==> src/rtl/bus_pkg.sv <==
// Shared bus definitions: arbiter state encoding, bus target IDs and ack field layout.
package bus_pkg;

  typedef enum logic [1:0] {
    ST_IDLE  = 2'd0,
    ST_GRANT = 2'd1,
    ST_HOLD  = 2'd2
  } arb_state_e;

  localparam logic [1:0] MEM_ID = 2'b00;
  localparam logic [1:0] SHA_ID = 2'b01;
  localparam logic [1:0] AES_ID = 2'b10;

  localparam int ACK_VALID_BIT = 2;
  localparam int DEF_ADDRW     = 24;
  localparam int CMDW          = DEF_ADDRW + 8;

  function automatic int cmd_width(input int addrw);
    return addrw + 8;
  endfunction

endpackage

==> src/rtl/rr_pick.sv <==
// Combinational round-robin picker: first set request scanning upward from last+1, wrapping.
module rr_pick #(
  parameter int NREQ = 2,
  parameter int LW   = $clog2(NREQ)
) (
  input  logic [NREQ-1:0] req,
  input  logic [LW-1:0]   last,
  output logic            found,
  output logic [LW-1:0]   idx
);

  always_comb begin
    int j;
    j     = 0;
    found = 1'b0;
    idx   = '0;
    for (int k = 1; k <= NREQ; k++) begin
      j = (int'(last) + k) % NREQ;
      if (!found && req[LW'(j)]) begin
        found = 1'b1;
        idx   = LW'(j);
      end
    end
  end

endmodule

==> src/rtl/bus_arbiter.sv <==
// Round-robin owner of the shared command bus; holds ownership until the target acks.
// Optional HOLD watchdog enabled by defining ARB_TIMEOUT_EN.
module bus_arbiter
  import bus_pkg::*;
#(
  parameter int NREQ    = 2,
  parameter int ADDRW   = 24,
  parameter int TIMEOUT = 256
) (
  input  logic                              clk,
  input  logic                              rst,
  input  logic [NREQ-1:0]                   arb_req,
  output logic [NREQ-1:0]                   arb_grant,
  input  logic [NREQ*cmd_width(ADDRW)-1:0]  req_data,
  input  logic [2:0]                        ack_in,
  output logic [cmd_width(ADDRW)-1:0]       bus_data_out,
  output logic                              bus_valid_out,
  output logic                              bus_busy,
  output logic [$clog2(NREQ)-1:0]           bus_owner,
  output logic                              timeout_err
);

  localparam int LW = $clog2(NREQ);
  localparam int CW = cmd_width(ADDRW);

  arb_state_e      state_q;
  logic [LW-1:0]   owner_q, last_q;
  logic [NREQ-1:0] grant_q;
  logic            valid_q, busy_q, tout_q;
  logic            pick_found;
  logic [LW-1:0]   pick_idx;
  logic            ack_vld;
  logic            unused_ack_src;

  assign ack_vld        = ack_in[ACK_VALID_BIT];
  assign unused_ack_src = ^ack_in[1:0];

  rr_pick #(.NREQ(NREQ), .LW(LW)) u_pick (
    .req   (arb_req),
    .last  (last_q),
    .found (pick_found),
    .idx   (pick_idx)
  );

`ifdef ARB_TIMEOUT_EN
  localparam int TW = $clog2(TIMEOUT + 1);
  logic [TW-1:0] cnt_q;
`else
  logic unused_timeout;
  assign unused_timeout = (TIMEOUT == 0);
`endif

  always_ff @(posedge clk or posedge rst) begin
    if (rst) begin
      state_q <= ST_IDLE;
      owner_q <= '0;
      last_q  <= LW'(NREQ - 1);
      grant_q <= '0;
      valid_q <= 1'b0;
      busy_q  <= 1'b0;
      tout_q  <= 1'b0;
`ifdef ARB_TIMEOUT_EN
      cnt_q   <= '0;
`endif
    end else begin
      grant_q <= '0;
      valid_q <= 1'b0;
      tout_q  <= 1'b0;
      case (state_q)
        ST_IDLE: begin
          if (pick_found) begin
            owner_q <= pick_idx;
            grant_q <= NREQ'(1) << pick_idx;
            valid_q <= 1'b1;
            busy_q  <= 1'b1;
            state_q <= ST_GRANT;
          end
        end
        ST_GRANT: begin
          state_q <= ST_HOLD;
`ifdef ARB_TIMEOUT_EN
          cnt_q   <= '0;
`endif
        end
        ST_HOLD: begin
          // An ack always beats a coincident timeout.
          if (ack_vld) begin
            last_q  <= owner_q;
            busy_q  <= 1'b0;
            state_q <= ST_IDLE;
          end
`ifdef ARB_TIMEOUT_EN
          else if (cnt_q + 1'b1 == TW'(TIMEOUT)) begin
            tout_q  <= 1'b1;
            last_q  <= owner_q;
            busy_q  <= 1'b0;
            state_q <= ST_IDLE;
          end else begin
            cnt_q <= cnt_q + 1'b1;
          end
`endif
        end
        default: begin
          busy_q  <= 1'b0;
          state_q <= ST_IDLE;
        end
      endcase
    end
  end

  assign arb_grant     = grant_q;
  assign bus_valid_out = valid_q;
  assign bus_busy      = busy_q;
  assign bus_owner     = owner_q;
  assign bus_data_out  = busy_q ? req_data[owner_q*CW +: CW] : '0;
`ifdef ARB_TIMEOUT_EN
  assign timeout_err   = tout_q;
`else
  assign timeout_err   = 1'b0;
`endif

endmodule

==> config.mk <==
export PLATFORM = sky130hd
export DESIGN_NAME = bus_arbiter
export DESIGN_NICKNAME = d
export VERILOG_FILES = /design/src/rtl/bus_pkg.sv /design/src/rtl/rr_pick.sv /design/src/rtl/bus_arbiter.sv
export SDC_FILE = /design/constraint.sdc
export NUM_CORES = 1
export LEC_CHECK = 0
export CORE_MARGIN = 2
export CORE_UTILIZATION = 22
export CTS_BUF_LIST = sky130_fd_sc_hd__clkbuf_16
export DETAILED_ROUTE_END_ITERATION = 16
export GPL_TIMING_DRIVEN = 0
export PLACE_DENSITY = 0.76
export SLEW_MARGIN = 20
export SYNTH_ARGS = -nofsm -noshare
export SYNTH_HDL_FRONTEND = slang
export SYNTH_SLANG_ARGS = --single-unit
==> constraint.sdc <==
create_clock -name clk -period 1.05 [get_ports clk]
set_clock_uncertainty 0.1 [all_clocks]
set_input_delay 0.105 -clock clk [delete_from_list [all_inputs] [get_ports clk]]
set_output_delay 0.105 -clock clk [all_outputs]
set_load 0.01 [all_outputs]
---- Word-level counts from Yosys, hierarchy flattened ----
Cells that the tools add are included.
word-level totals
  latch bits .............................. 0
  bits in read-only memories .............. 0
  bits in registers ....................... 8
  output and inout port bits .............. 38
  RAM bits ................................ 0
  memories ................................ 0
  word-level logic and storage cells ...... 43
operators by class
  reductions and logical operators ........ 7
  order comparisons ....................... 2
  equal/unequal tests ..................... 4
  multiplexer cells ....................... 19
  div/mod/pow operators ................... 0
  shift operators ......................... 2
  bitwise operators ....................... 1
  add/sub/neg operators ................... 2
  multiply operators ...................... 0
operators with widths
  operator                                              number
  indexed part select 64 x 7 -> 32 bit                  1
  2-to-1 mux 32 bit                                     1
  2-to-1 mux 1 bit                                      12
  2-to-1 mux 2 bit                                      4
  < comparator 1 x 3 -> 1 bit (second input constant)   2
  one-hot mux 2 bit (3 select lines)                    1
  AND reduction 2 bit                                   3
  != test 2 bit (second input constant)                 2
  one-hot mux 1 bit (3 select lines)                    1
  AND reduction 3 bit                                   1
  adder 1 bit (second input constant)                   2
  equality test 2 x 1 -> 1 bit (second input constant)  1
  equality test 2 bit (second input constant)           1
  logical NOT 2 bit                                     1
  left shift 1 x 1 -> 2 bit (first input constant)      1
  logical AND 1 bit                                     1
  logical NOT 1 bit                                     1
  inverter 1 bit                                        1

---- Depth between registers and ports, before layout ----
  depth after elaboration ................. 11
  gate-level depth with buffers ........... 4

---- By module ----
Synthesis repeated with hierarchy kept, for this count alone.
unflattened totals
  cell total of the unflattened synthesis .. 95
  area, all modules ....................... 912.1 µm²
modules (own cells, without submodules)
  module       area each (µm²)  cells each  sequential area each (µm²)  instances
  bus_arbiter  890.9            93          201.4                       1
  rr_pick      21.3             2           0.0                         1

---- Least setup slack after synthesis ----
OpenSTA, ideal clock, no wires.
  path type ............................... register to output
  from .................................... register owner_q (netlist: bus_owner)
  to ...................................... output bus_data_out[10]
  path slack .............................. -0.153 ns
  data arrival time ....................... 0.998 ns
  data required time ...................... 0.845 ns
  path buffers ............................ 2
  cell stages (with the launch flop) ...... 5
  cells stage by stage .................... dfrtp_1 -> buf_4 -> buf_6 -> mux2i_1 -> nor2_1
on the way
  cells in the longest elaborated chain, start to end .. 2
RTL lines
  element                               RTL line            source
  from (decl)                           bus_arbiter.sv:27   logic [LW-1:0] owner_q, last_q;
  from (signal assigned)                bus_arbiter.sv:72   owner_q <= pick_idx;
  indexed part select 64 x 7 -> 32 bit  bus_arbiter.sv:115  assign bus_data_out = busy_q ? req_data[owner_q*CW +: CW] : '0;
  2-to-1 mux 32 bit                     bus_arbiter.sv:115
  to (decl)                             bus_arbiter.sv:16   output logic [cmd_width(ADDRW)-1:0] bus_data_out,
Every way passes these cells.

---- Worst setup path in the final report ----
  from .................................... register owner_q (netlist: bus_owner)
  to ...................................... output bus_data_out[4]
Same word-level chain as after synthesis.

==> flow_summary.ini <==
[placement]
dp_hpwl_um = 2340
gp_congestion = 0.674
place_area_sq_um = 1920
dp_slack_ns = -0.702
placed_cells = 249
portBuffers = 104

[detailed_routing]
drc = 0
via_per_inst = 4.26
routedWlPerCell_um = 11.2
num_vias = 1103
routed_wl_um = 2910
ant_nets = 0
drtIter0Drc = 14
drt_pre_antenna_iters = 4

[sta]
fin_crit_ns = 1.55
finalSetupViolations = 36
hold_viol_final = 0
post-route-worst-setup-slack_ns = -0.503
max_freq_mhz = 644
setup_tns_ns = -13.16
maxSlewViolCount = 0
grt_setup_unrepaired = yes
min_period_over_period_pct = 148

[synthesis]
synth.distinct_cells = 19
avgSynthCellArea_sq_um = 8.36
ys_ff_latch = 8
syn-cell-area_sq_um = 811
synth_nets = 168
ys.warnings.count = 0
netlist_instances = 97
yosysSeqAreaShare_pct = 24.8

[clock_network]
cts_max_level = 1
clk_path_buf_depth = 2
cts-buffers-inserted = 3
root_buffer = clkbuf_16
clkLatencyLatePin_ns = 0.23
clock-sinks = 8
clkTransAtPathRegs_ns = 0.04
hold_buffers = 0
cts_tree = built

[die]
io_pins = 109
core_region_area_sq_um = 3610
die_y_um = 64.7
dieArea_sq_um = 4190
dieWidth_um = 64.7
start_util_pct = 22.5
rows = 22

[grt]
use_met1_pct = 14.6
grt_util_met3_pct = 4.86
grt-ovfl-total = 0
grt_busiest_layer = met2
grt_usage_pct = 13.3
grt_max_degree = 11
grt_pass1_vias = 1017
antenna_found_initial = 0
use_met2_pct = 24.1
grt_pass1_wl_um = 4460

[final_layout]
fin_nets = 283
multiInputGateArea_sq_um = 557
area.growth.synth_to_final_pct = 142
antenna-diode-count = 0
fin_area_sq_um = 1960
regArea_sq_um = 203
layout-drive-gt1-share_pct = 28.0
final_cell_count_no_fill = 259
nFillCells = 355

[setup_path]
setup.worst_path.end_class = primary output
timing_worst_setup_path_type = reg2out
critPathLaunchType = flip-flop
r2r_start = bus_owner
arrival_ns = 1.35
worst_ep_required_time_ns = 0.84
cp-startpoint = bus_owner
crit_path_max_fanout = 5

[power]
leakage_nw = 0.999
peakVddDrop_mv = 1.13
p_per_area_nw_per_um2 = 2220

[status]
violations = setup timing
outcome = finished with violations

[min_path]
min_path_type = in2async

[flow_run]
maxCapViolations = 0
registers in the layout, indices dropped and copies added, names as in the netlist:
name           cells
last_q             1
arb_grant          2
bus_owner          1
bus_busy           1
bus_valid_out      1
state_q            2
metrics by stage:
stage / util, % / total power [W] / hold WS [ns]
floorplan: - / 0.00217 / -0.180
global placement: 53.2 / 0.00376 / 0.264
detailed placement: 53.2 / 0.00378 / 0.270
CTS: 54.5 / 0.00439 / 0.0242
global route: 54.3 / 0.00464 / 0.0632
finish: 54.3 / 0.00434 / 0.0116
where the power goes:
part,internal (W),switching [W]
registers,0.000447,0.000110
logic,0.00174,0.00140
clock network,0.000496,0.000148
total,0.00268,0.00166
synthesized netlist by cell type (all sizes together):
cell    number  area (sq um)
a21oi        1          5.00
and2         1          8.76
inv          3          11.3
clkbuf       2          7.51
nor3b        2          20.0
mux2i       33           330
nor2        34           128
nor2b        2          12.5
dfstp        1          26.3
mux2         1          11.3
nand3b       1          7.51
dfrtp        7           175
conb         1          3.75
o22ai        1          6.26
buf          6          53.8
nand2        1          3.75
worst max-delay path, stage by stage, from the launching register on:
cell and delay, ns:
dfrtp_1 0.37, buf_6 0.15, buf_12 0.13, buf_12 0.11, mux2i_1 0.16, nor2_1 0.05, buf_2 0.13
repair_timing:
item                                    4_1_cts  5_1_grt
pin swaps                                     4        1
resized for setup                           138       14
gates cloned                                  1        0
endpoints found under the setup margin       41       37
buffers inserted                              3        3
cell type report:
| class | instances | share of cell area, % |
|---|---|---|
| plain buffers | 8 | 4.92 |
| flip-flops and latches | 8 | 10.4 |
| clock inverters | 1 | 0.192 |
| clock buffers | 3 | 3.83 |
| multi-input cells | 78 | 28.4 |
| repair buffers | 110 | 48.6 |
| well taps | 48 | 3.07 |
| inverters | 3 | 0.575 |
routing by layer:
metal,vias up,wire length (um),share of wire [%]
met3,4,348,12
met2,66,1430,49
met1,484,1100,38
li1,549,-,-
met5,-,0,0
met4,0,36,1.2
cell usage in the layout (no fill, tap or decap), drive strengths merged:
| master | synthesis | final |
|---|---|---|
| mux2i | 33 | 33 |
| conb | 1 | 1 |
| clkdlybuf4s50 | 0 | 67 |
| inv | 3 | 4 |
| nand2 | 1 | 1 |
| nor3b | 2 | 2 |
| nand3b | 1 | 1 |
| mux2 | 1 | 1 |
| a21oi | 1 | 1 |
| nor2 | 34 | 34 |
| o22ai | 1 | 1 |
| clkbuf | 2 | 10 |
| and2 | 1 | 1 |
| dfrtp | 7 | 7 |
| clkdlybuf4s15 | 0 | 3 |
| buf | 6 | 40 |
| dlygate4sd2 | 0 | 1 |
| dfstp | 1 | 1 |
| nor2b | 2 | 2 |
kinds of logic (layout without fill, tap and decap cells):
kind of cell    count (synthesis)  count (layout)  synth area share [%]
buf+inv                        11             125                  8.95
flops                           8               8                  24.8
other cells                     1               1                 0.463
compound gates                  2               2                  1.39
mux                            34              34                  42.1
simple gates                   41              41                  22.2
worst paths after layout:
kind,slack (ns),cells after the start,endpoint
max reg2reg,-0.17,4,last_q
min reg2reg,0.41,1,arb_grant[1]
min in group clk,0.40,2,state_q[0]
min,0.01,2,arb_grant[0]
max in group asynchronous,0.56,2,last_q
max,-0.50,6,bus_data_out[4]
No activity file was read; power rests on OpenSTA's default activity.
